**src/rtl/alu_exec_pkg.sv**
```systemverilog
//------------------------------------------------------------------------------
// alu_exec_pkg : opcodes, FSM states, instruction field positions and sign-extend
// Revision     : 1.0
//------------------------------------------------------------------------------
`default_nettype none

package alu_exec_pkg;

    localparam logic [3:0] OP_ADD = 4'd0;
    localparam logic [3:0] OP_SUB = 4'd1;
    localparam logic [3:0] OP_AND = 4'd2;
    localparam logic [3:0] OP_XOR = 4'd3;
    localparam logic [3:0] OP_LW  = 4'd4;
    localparam logic [3:0] OP_SW  = 4'd5;

    localparam int OP_LSB  = 28;
    localparam int RD_LSB  = 25;
    localparam int RS_LSB  = 22;
    localparam int RT_LSB  = 19;
    localparam int IMM_LSB = 0;

    typedef enum logic [1:0] {
        IDLE = 2'd0,
        EXEC = 2'd1,
        WB   = 2'd2,
        MEM  = 2'd3
    } state_t;

    function automatic logic [31:0] sext16(input logic [15:0] v);
        return {{16{v[15]}}, v};
    endfunction

endpackage

`default_nettype wire

```
**src/rtl/exec_regfile.sv**
```systemverilog
//------------------------------------------------------------------------------
// exec_regfile : NREG x DW register file, 2 async read ports, 1 sync write, R0 = 0
// Revision     : 1.0
//------------------------------------------------------------------------------
`default_nettype none

module exec_regfile #(
    parameter int NREG = 8,
    parameter int DW   = 32,
    parameter int AW   = $clog2(NREG)
) (
    input  logic          clk,
    input  logic          rst,
    input  logic [AW-1:0] i_raddr_a,
    output logic [DW-1:0] o_rdata_a,
    input  logic [AW-1:0] i_raddr_b,
    output logic [DW-1:0] o_rdata_b,
    input  logic          i_we,
    input  logic [AW-1:0] i_waddr,
    input  logic [DW-1:0] i_wdata
);

    logic [DW-1:0] w_regs [NREG];

    for (genvar gi = 0; gi < NREG; gi++) begin : g_reg
        if (gi == 0) begin : g_zero
            assign w_regs[gi] = '0;
        end else begin : g_store
            logic [DW-1:0] r_q;
            always_ff @(posedge clk or posedge rst) begin
                if (rst) begin
                    r_q <= '0;
                end else if (i_we && (i_waddr == AW'(gi))) begin
                    r_q <= i_wdata;
                end
            end
            assign w_regs[gi] = r_q;
        end
    end

    assign o_rdata_a = w_regs[i_raddr_a];
    assign o_rdata_b = w_regs[i_raddr_b];

endmodule

`default_nettype wire

```
**src/rtl/alu_exec_ctrl.sv**
```systemverilog
//------------------------------------------------------------------------------
// alu_exec_ctrl : multi-cycle execute controller driving an external ALU and a
//                 request/ack data memory port; all outputs registered.
// Revision      : 1.0
//------------------------------------------------------------------------------
`default_nettype none

module alu_exec_ctrl
    import alu_exec_pkg::*;
#(
    parameter int NREG = 8,
    parameter int DW   = 32
) (
    input  logic          clk,
    input  logic          rst,
    input  logic          instr_valid,
    output logic          instr_ready,
    input  logic [31:0]   instr,
    output logic [DW-1:0] alu_a,
    output logic [DW-1:0] alu_b,
    output logic [3:0]    alu_fun,
    input  logic [DW-1:0] alu_valE,
    output logic          mem_req,
    output logic          mem_we,
    output logic [DW-1:0] mem_addr,
    output logic [DW-1:0] mem_wdata,
    input  logic          mem_ack,
    input  logic [DW-1:0] mem_rdata,
    output logic          retire,
    output logic          illegal,
    output logic          busy
);

    localparam int AW = $clog2(NREG);

    state_t        r_state, w_state_nxt;
    logic [3:0]    r_op, w_op_nxt;
    logic [AW-1:0] r_rd, w_rd_nxt;
    logic [DW-1:0] r_result, w_result_nxt;
    logic [DW-1:0] r_alu_a, w_alu_a_nxt;
    logic [DW-1:0] r_alu_b, w_alu_b_nxt;
    logic [3:0]    r_alu_fun, w_alu_fun_nxt;
    logic          r_mem_req, w_mem_req_nxt;
    logic          r_mem_we, w_mem_we_nxt;
    logic [DW-1:0] r_mem_addr, w_mem_addr_nxt;
    logic [DW-1:0] r_mem_wdata, w_mem_wdata_nxt;
    logic          r_retire, w_retire_nxt;
    logic          r_illegal, w_illegal_nxt;
    logic          r_ready, r_busy;

    logic [3:0]    w_op;
    logic [AW-1:0] w_rd, w_rs, w_rt;
    logic [15:0]   w_imm;
    logic          w_legal, w_memop, w_accept;
    logic [DW-1:0] w_rs_data, w_rt_data;
    logic          w_rf_we;
    logic [DW-1:0] w_rf_wdata;
    logic          w_unused;

    assign w_op     = instr[OP_LSB +: 4];
    assign w_rd     = instr[RD_LSB +: AW];
    assign w_rs     = instr[RS_LSB +: AW];
    assign w_rt     = instr[RT_LSB +: AW];
    assign w_imm    = instr[IMM_LSB +: 16];
    assign w_legal  = (w_op <= OP_SW);
    assign w_memop  = (w_op == OP_LW) || (w_op == OP_SW);
    assign w_accept = instr_valid && r_ready;
    assign w_unused = ^instr[18:16];

    exec_regfile #(
        .NREG (NREG),
        .DW   (DW)
    ) u_regfile (
        .clk       (clk),
        .rst       (rst),
        .i_raddr_a (w_rs),
        .o_rdata_a (w_rs_data),
        .i_raddr_b (w_rt),
        .o_rdata_b (w_rt_data),
        .i_we      (w_rf_we),
        .i_waddr   (r_rd),
        .i_wdata   (w_rf_wdata)
    );

    always_ff @(posedge clk or posedge rst) begin
        if (rst) begin
            r_state     <= IDLE;
            r_op        <= OP_ADD;
            r_rd        <= '0;
            r_result    <= '0;
            r_alu_a     <= '0;
            r_alu_b     <= '0;
            r_alu_fun   <= '0;
            r_mem_req   <= 1'b0;
            r_mem_we    <= 1'b0;
            r_mem_addr  <= '0;
            r_mem_wdata <= '0;
            r_retire    <= 1'b0;
            r_illegal   <= 1'b0;
            r_ready     <= 1'b1;
            r_busy      <= 1'b0;
        end else begin
            r_state     <= w_state_nxt;
            r_op        <= w_op_nxt;
            r_rd        <= w_rd_nxt;
            r_result    <= w_result_nxt;
            r_alu_a     <= w_alu_a_nxt;
            r_alu_b     <= w_alu_b_nxt;
            r_alu_fun   <= w_alu_fun_nxt;
            r_mem_req   <= w_mem_req_nxt;
            r_mem_we    <= w_mem_we_nxt;
            r_mem_addr  <= w_mem_addr_nxt;
            r_mem_wdata <= w_mem_wdata_nxt;
            r_retire    <= w_retire_nxt;
            r_illegal   <= w_illegal_nxt;
            r_ready     <= (w_state_nxt == IDLE);
            r_busy      <= (w_state_nxt != IDLE);
        end
    end

    always_comb begin
        w_state_nxt     = r_state;
        w_op_nxt        = r_op;
        w_rd_nxt        = r_rd;
        w_result_nxt    = r_result;
        w_alu_a_nxt     = r_alu_a;
        w_alu_b_nxt     = r_alu_b;
        w_alu_fun_nxt   = r_alu_fun;
        w_mem_req_nxt   = r_mem_req;
        w_mem_we_nxt    = r_mem_we;
        w_mem_addr_nxt  = r_mem_addr;
        w_mem_wdata_nxt = r_mem_wdata;
        w_retire_nxt    = 1'b0;
        w_illegal_nxt   = 1'b0;
        w_rf_we         = 1'b0;
        w_rf_wdata      = r_result;

        case (r_state)
            IDLE: begin
                if (w_accept) begin
                    if (w_legal) begin
                        w_op_nxt    = w_op;
                        w_rd_nxt    = w_rd;
                        w_alu_b_nxt = w_rt_data;
                        if (w_memop) begin
                            // Address = sign-extended offset + base register
                            w_alu_a_nxt   = sext16(w_imm);
                            w_alu_fun_nxt = OP_ADD;
                            if (w_op == OP_SW) begin
                                w_mem_wdata_nxt = w_rs_data;
                            end
                        end else begin
                            w_alu_a_nxt   = w_rs_data;
                            w_alu_fun_nxt = w_op;
                        end
                        w_state_nxt = EXEC;
                    end else begin
                        w_illegal_nxt = 1'b1;
                    end
                end
            end
            EXEC: begin
                w_result_nxt = alu_valE;
                if ((r_op == OP_LW) || (r_op == OP_SW)) begin
                    w_mem_addr_nxt = alu_valE;
                    w_mem_req_nxt  = 1'b1;
                    w_mem_we_nxt   = (r_op == OP_SW);
                    w_state_nxt    = MEM;
                end else begin
                    w_state_nxt = WB;
                end
            end
            WB: begin
                w_rf_we      = 1'b1;
                w_rf_wdata   = r_result;
                w_retire_nxt = 1'b1;
                w_state_nxt  = IDLE;
            end
            MEM: begin
                if (mem_ack) begin
                    w_rf_we       = (r_op == OP_LW);
                    w_rf_wdata    = mem_rdata;
                    w_mem_req_nxt = 1'b0;
                    w_retire_nxt  = 1'b1;
                    w_state_nxt   = IDLE;
                end
            end
            default: begin
                w_state_nxt = IDLE;
            end
        endcase
    end

    assign instr_ready = r_ready;
    assign busy        = r_busy;
    assign alu_a       = r_alu_a;
    assign alu_b       = r_alu_b;
    assign alu_fun     = r_alu_fun;
    assign mem_req     = r_mem_req;
    assign mem_we      = r_mem_we;
    assign mem_addr    = r_mem_addr;
    assign mem_wdata   = r_mem_wdata;
    assign retire      = r_retire;
    assign illegal     = r_illegal;

endmodule

`default_nettype wire

```
**config.mk**
```make
export PLATFORM = sky130hd
export DESIGN_NAME = alu_exec_ctrl
export DESIGN_NICKNAME = d
export VERILOG_FILES = /design/src/rtl/alu_exec_pkg.sv /design/src/rtl/exec_regfile.sv /design/src/rtl/alu_exec_ctrl.sv
export SDC_FILE = /design/constraint.sdc
export NUM_CORES = 1
export LEC_CHECK = 0
export BUFFER_PORTS_ARGS = -buffer_cell sky130_fd_sc_hd__buf_2
export CAP_MARGIN = 20
export CORE_UTILIZATION = 50
export CTS_BUF_LIST = sky130_fd_sc_hd__clkbuf_16
export DETAILED_ROUTE_END_ITERATION = 7
export HOLD_SLACK_MARGIN = 0.02
export PLACE_DENSITY = 0.7
export SYNTH_ARGS = -nofsm -noshare
export SYNTH_HDL_FRONTEND = slang
export SYNTH_SLANG_ARGS = --single-unit
```
**constraint.sdc**
```tcl
create_clock -name clk -period 17.4 [get_ports clk]
set_clock_uncertainty 0.05 [all_clocks]
set_input_delay 3.48 -clock clk [delete_from_list [all_inputs] [get_ports clk]]
set_output_delay 3.48 -clock clk [all_outputs]
set_load 0.03 [all_outputs]
```
==> reports/qor.csv <==
stage,metric,value,unit
route,post_drt_wl_per_cell,24.1,µm
yosys,synth_top_area_share,53.1,%
global_route,grt.overflow.total,0,
place,gp_congestion,0.741,
floorplanning,rows,70,
setup_path,worstSetupStartpoint,instr[23],
pwr,p_total,3.98,mW
route,drc_errors,0,
setup_path,worstPathCellList,"buf_4, nor2b_4, buf_4, a221oi_1, a221oi_1, mux2_2",
floorplanning,io_pins,238,
sta,rsz0062_at_grt,no,
sta,fin_crit_sh,32.1,%
global_route,antenna_found_initial,1,
outcome,status,"complete, no violations",
setup_path,crit_path_max_fanout,31,
setup_path,worst-path-stages,6,
place,preCtsSetupSlack,11110,ps
cts,path_clk_slew,60,ps
cts,cts_sinks,403,
setup_path,r2r_end,u_regfile.g_reg[6].g_store.r_q[22]$_DFFE_PP0P_,
setup_path,cpMaxStageDelayCell,a221oi_1,
yosys,syn_avg_cell_area,14.2,µm²
pwr,ir_worst_vdd,0.118,mV
place,io_buffers,234,
setup_path,crit_end,mem_wdata[13]$_DFFE_PP0P_,
yosys,synth_cell_types,39,
floorplanning,fp.dieW,197,µm
cts,clock_latency,560,ps
sta,hold_viol,0,
yosys,post-synth-top-area-cell,dfrtp_1,
yosys,synth_seq_area_share,53.2,%
global_route,grt_pass1_wl,77500,µm
place,place_hpwl,29400,µm
floorplanning,dieHeight,197,µm
sta,timing.final.crit_period,5580,ps
setup_path,cpPeakStageDelay,690,ps
setup_path,critPathBufInv,2,
pwr,power_density,180,mW/mm²
final_layout,n_antenna_cell,0,
yosys,synth_area_leaders,"dfrtp_1 53%, mux2_2 23%, a221oi_1 4.4%",
cts,cts_tree,done,
setup_path,rr_worst_depth,5,
final_layout,area_growth,16.3,%
global_route,grtUsageTotal,26.1,%
floorplanning,core_area,0.0370,mm²
sta,setup_viol,0,
cts,ctsRootBufferMaster,clkbuf_16,
cts,htreeDepth,2,
cts,post_cts_buffers,0,
hold_path,hold_path.class,register to register,
cts,ctsHoldBuffers,0,
global_route,grt_start_max_net_pins,142,
setup_path,crit_type,input pin to register,
floorplanning,dieArea,0.0387,mm²
final_layout,nFillCells,3013,
cts,cts_resized,0,
yosys,netlist_area,0.0190,mm²
run,cap_violations,0,
final_layout,final_cell_mix,"402 x dfrtp_1, 385 x mux2_2, 231 x buf_2",
final_layout,final_common_cell,dfrtp_1,
route,dr_total_vias,12500,
yosys,syn_nets,1432,
sta,setup_tns,0,ps
setup_path,crit_family,buffers and inverters,
sta,tightest_slew,1130,ps
setup_path,cp-start-kind,input pin,
cts,clockBufferDepth,3,
cts,cts_buffers,44,
route,drt_pass1_iterations,5,
global_route,grt_pass1_vias,13200,
final_layout,final_nets,1625,
yosys,ys_warn_count,0,
setup_path,endpoint_kind,register,
sta,drv_slew,0,
sta,final.setup.worst_slack,11820,ps
route,drt_iter0_drc,914,
hold_path,min_path_cells,2,
route,routed_wl,49600,µm
yosys,synth-seq-cells,403,
yosys,syn_inst,1332,
final_layout,drive_above_1_share,50.8,%
setup_path,reg2reg_from,r_op[1]$_DFFE_PP0P_,
route,ant_nets,0,
setup_path,crit_required,17840,ps
floorplanning,initial_utilization,51.3,%
route,avgViaCountPerCell,6.09,
setup_path,ff2ff_setup_slack,14400,ps
sta,slew_headroom,24.4,%
setup_path,crit_arrival,6020,ps
sta,max_freq,179,MHz
pwr,total_leakage_power,10.6,nW
==> routing by layer <==
| layer | GRT usage (%) | vias to the layer above | wire length, µm |
|---|---|---|---|
| li1 | - | 5452 | - |
| met1 | 36.6 | 6625 | 22300 |
| met2 | 41.9 | 385 | 23500 |
| met3 | 4.60 | 81 | 2810 |
| met4 | 7.72 | 0 | 1010 |
| met5 | 0 | - | 0 |
==> Yosys cell counts <==
library cell,count
buf_2,23
nand2_1,56
mux2_1,1
or2b_1,1
a21oi_1,1
nor3b_2,2
o31ai_1,31
nand3b_1,3
mux4_2,32
dfrtp_1,402
nand3_1,2
o21ai_0,1
buf_1,7
nor2b_1,36
nor2_1,3
a21o_1,2
nand2b_1,2
o31a_1,1
or3_1,1
nor3_1,1
mux2i_1,67
dfstp_2,1
mux2_4,30
inv_1,3
a21boi_0,2
a221o_1,32
buf_12,3
nor4b_2,1
clkbuf_1,77
and3_1,16
mux2_2,385
or3b_1,1
or4_4,1
and2_1,4
buf_6,2
nand4bb_1,1
or2_2,1
a221oi_1,95
nor3b_1,2
==> how the worst min path moves through the flow <==
stage | from | endpoint
after floorplan | r_op[1]$_DFFE_PP0P_ | r_op[1]$_DFFE_PP0P_
after global placement | alu_fun[0]$_DFFE_PP0P_ | alu_fun[0]$_DFFE_PP0P_
after detailed placement | alu_fun[0]$_DFFE_PP0P_ | alu_fun[0]$_DFFE_PP0P_
after CTS | alu_fun[0]$_DFFE_PP0P_ | alu_fun[0]$_DFFE_PP0P_
after global routing | alu_fun[0]$_DFFE_PP0P_ | alu_fun[0]$_DFFE_PP0P_
final | alu_b[18]$_DFFE_PP0P_ | alu_b[18]$_DFFE_PP0P_
==> state kept, by name, summed over array words and instances, names as in the netlist, 2 cells and up <==
signal                   flops
alu_fun                      4
r_state                      2
r_op                         4
r_rd                         3
u_regfile.g.g_store.r_q    224
r_result                    32
mem_addr                    32
alu_b                       32
alu_a                       32
mem_wdata                   32
==> area by class of cell <==
class                      instances  area, µm²  area share (%)
multi-input combinational        814       8430            38.2
inverter                           3       18.8          0.0851
clock buffer                      45       1130            5.10
sequential                       403      10100            45.7
clock inverter                    32        358            1.62
timing repair buffer             259       1410            6.38
tap                              504        631            2.86
==> power breakdown <==
| part | internal [mW] | leakage, nW | switching, mW |
|---|---|---|---|
| clock | 0.586 | 0.742 | 0.380 |
| combinational | 0.644 | 4.66 | 0.767 |
| sequential | 1.34 | 5.17 | 0.260 |
| total | 2.57 | 10.6 | 1.41 |
==> worst reg2reg max path: stages, from the launching register on <==
cell and delay, ps:
dfrtp_1 380, or3b_1 420, o31a_1 410, nor4b_4 650, buf_4 550, mux2_2 420
==> metrics by stage <==
| step | std cells | hold WS (ps) | utilization, % | area (µm²) |
|---|---|---|---|---|
| 4_1_cts | 2058 | 424 | 59.5 | 22000 |
| 5_1_grt | 2060 | 445 | 59.7 | 22100 |
| 2_1_floorplan | 1332 | 389 | - | 19000 |
| 6_report | 2060 | 418 | 59.7 | 22100 |
| 3_3_place_gp | 1981 | 402 | 55.5 | 20500 |
| 3_5_place_dp | 1981 | 405 | 55.5 | 20500 |
==> kinds of logic after synthesis <==
logic type | after synthesis | synth area share (%)
flops | 403 | 53.2
compound gates | 165 | 7.56
mux | 515 | 32.6
simple gates | 134 | 3.84
buf+inv | 115 | 2.76
(Power assumes the default switching activity.)
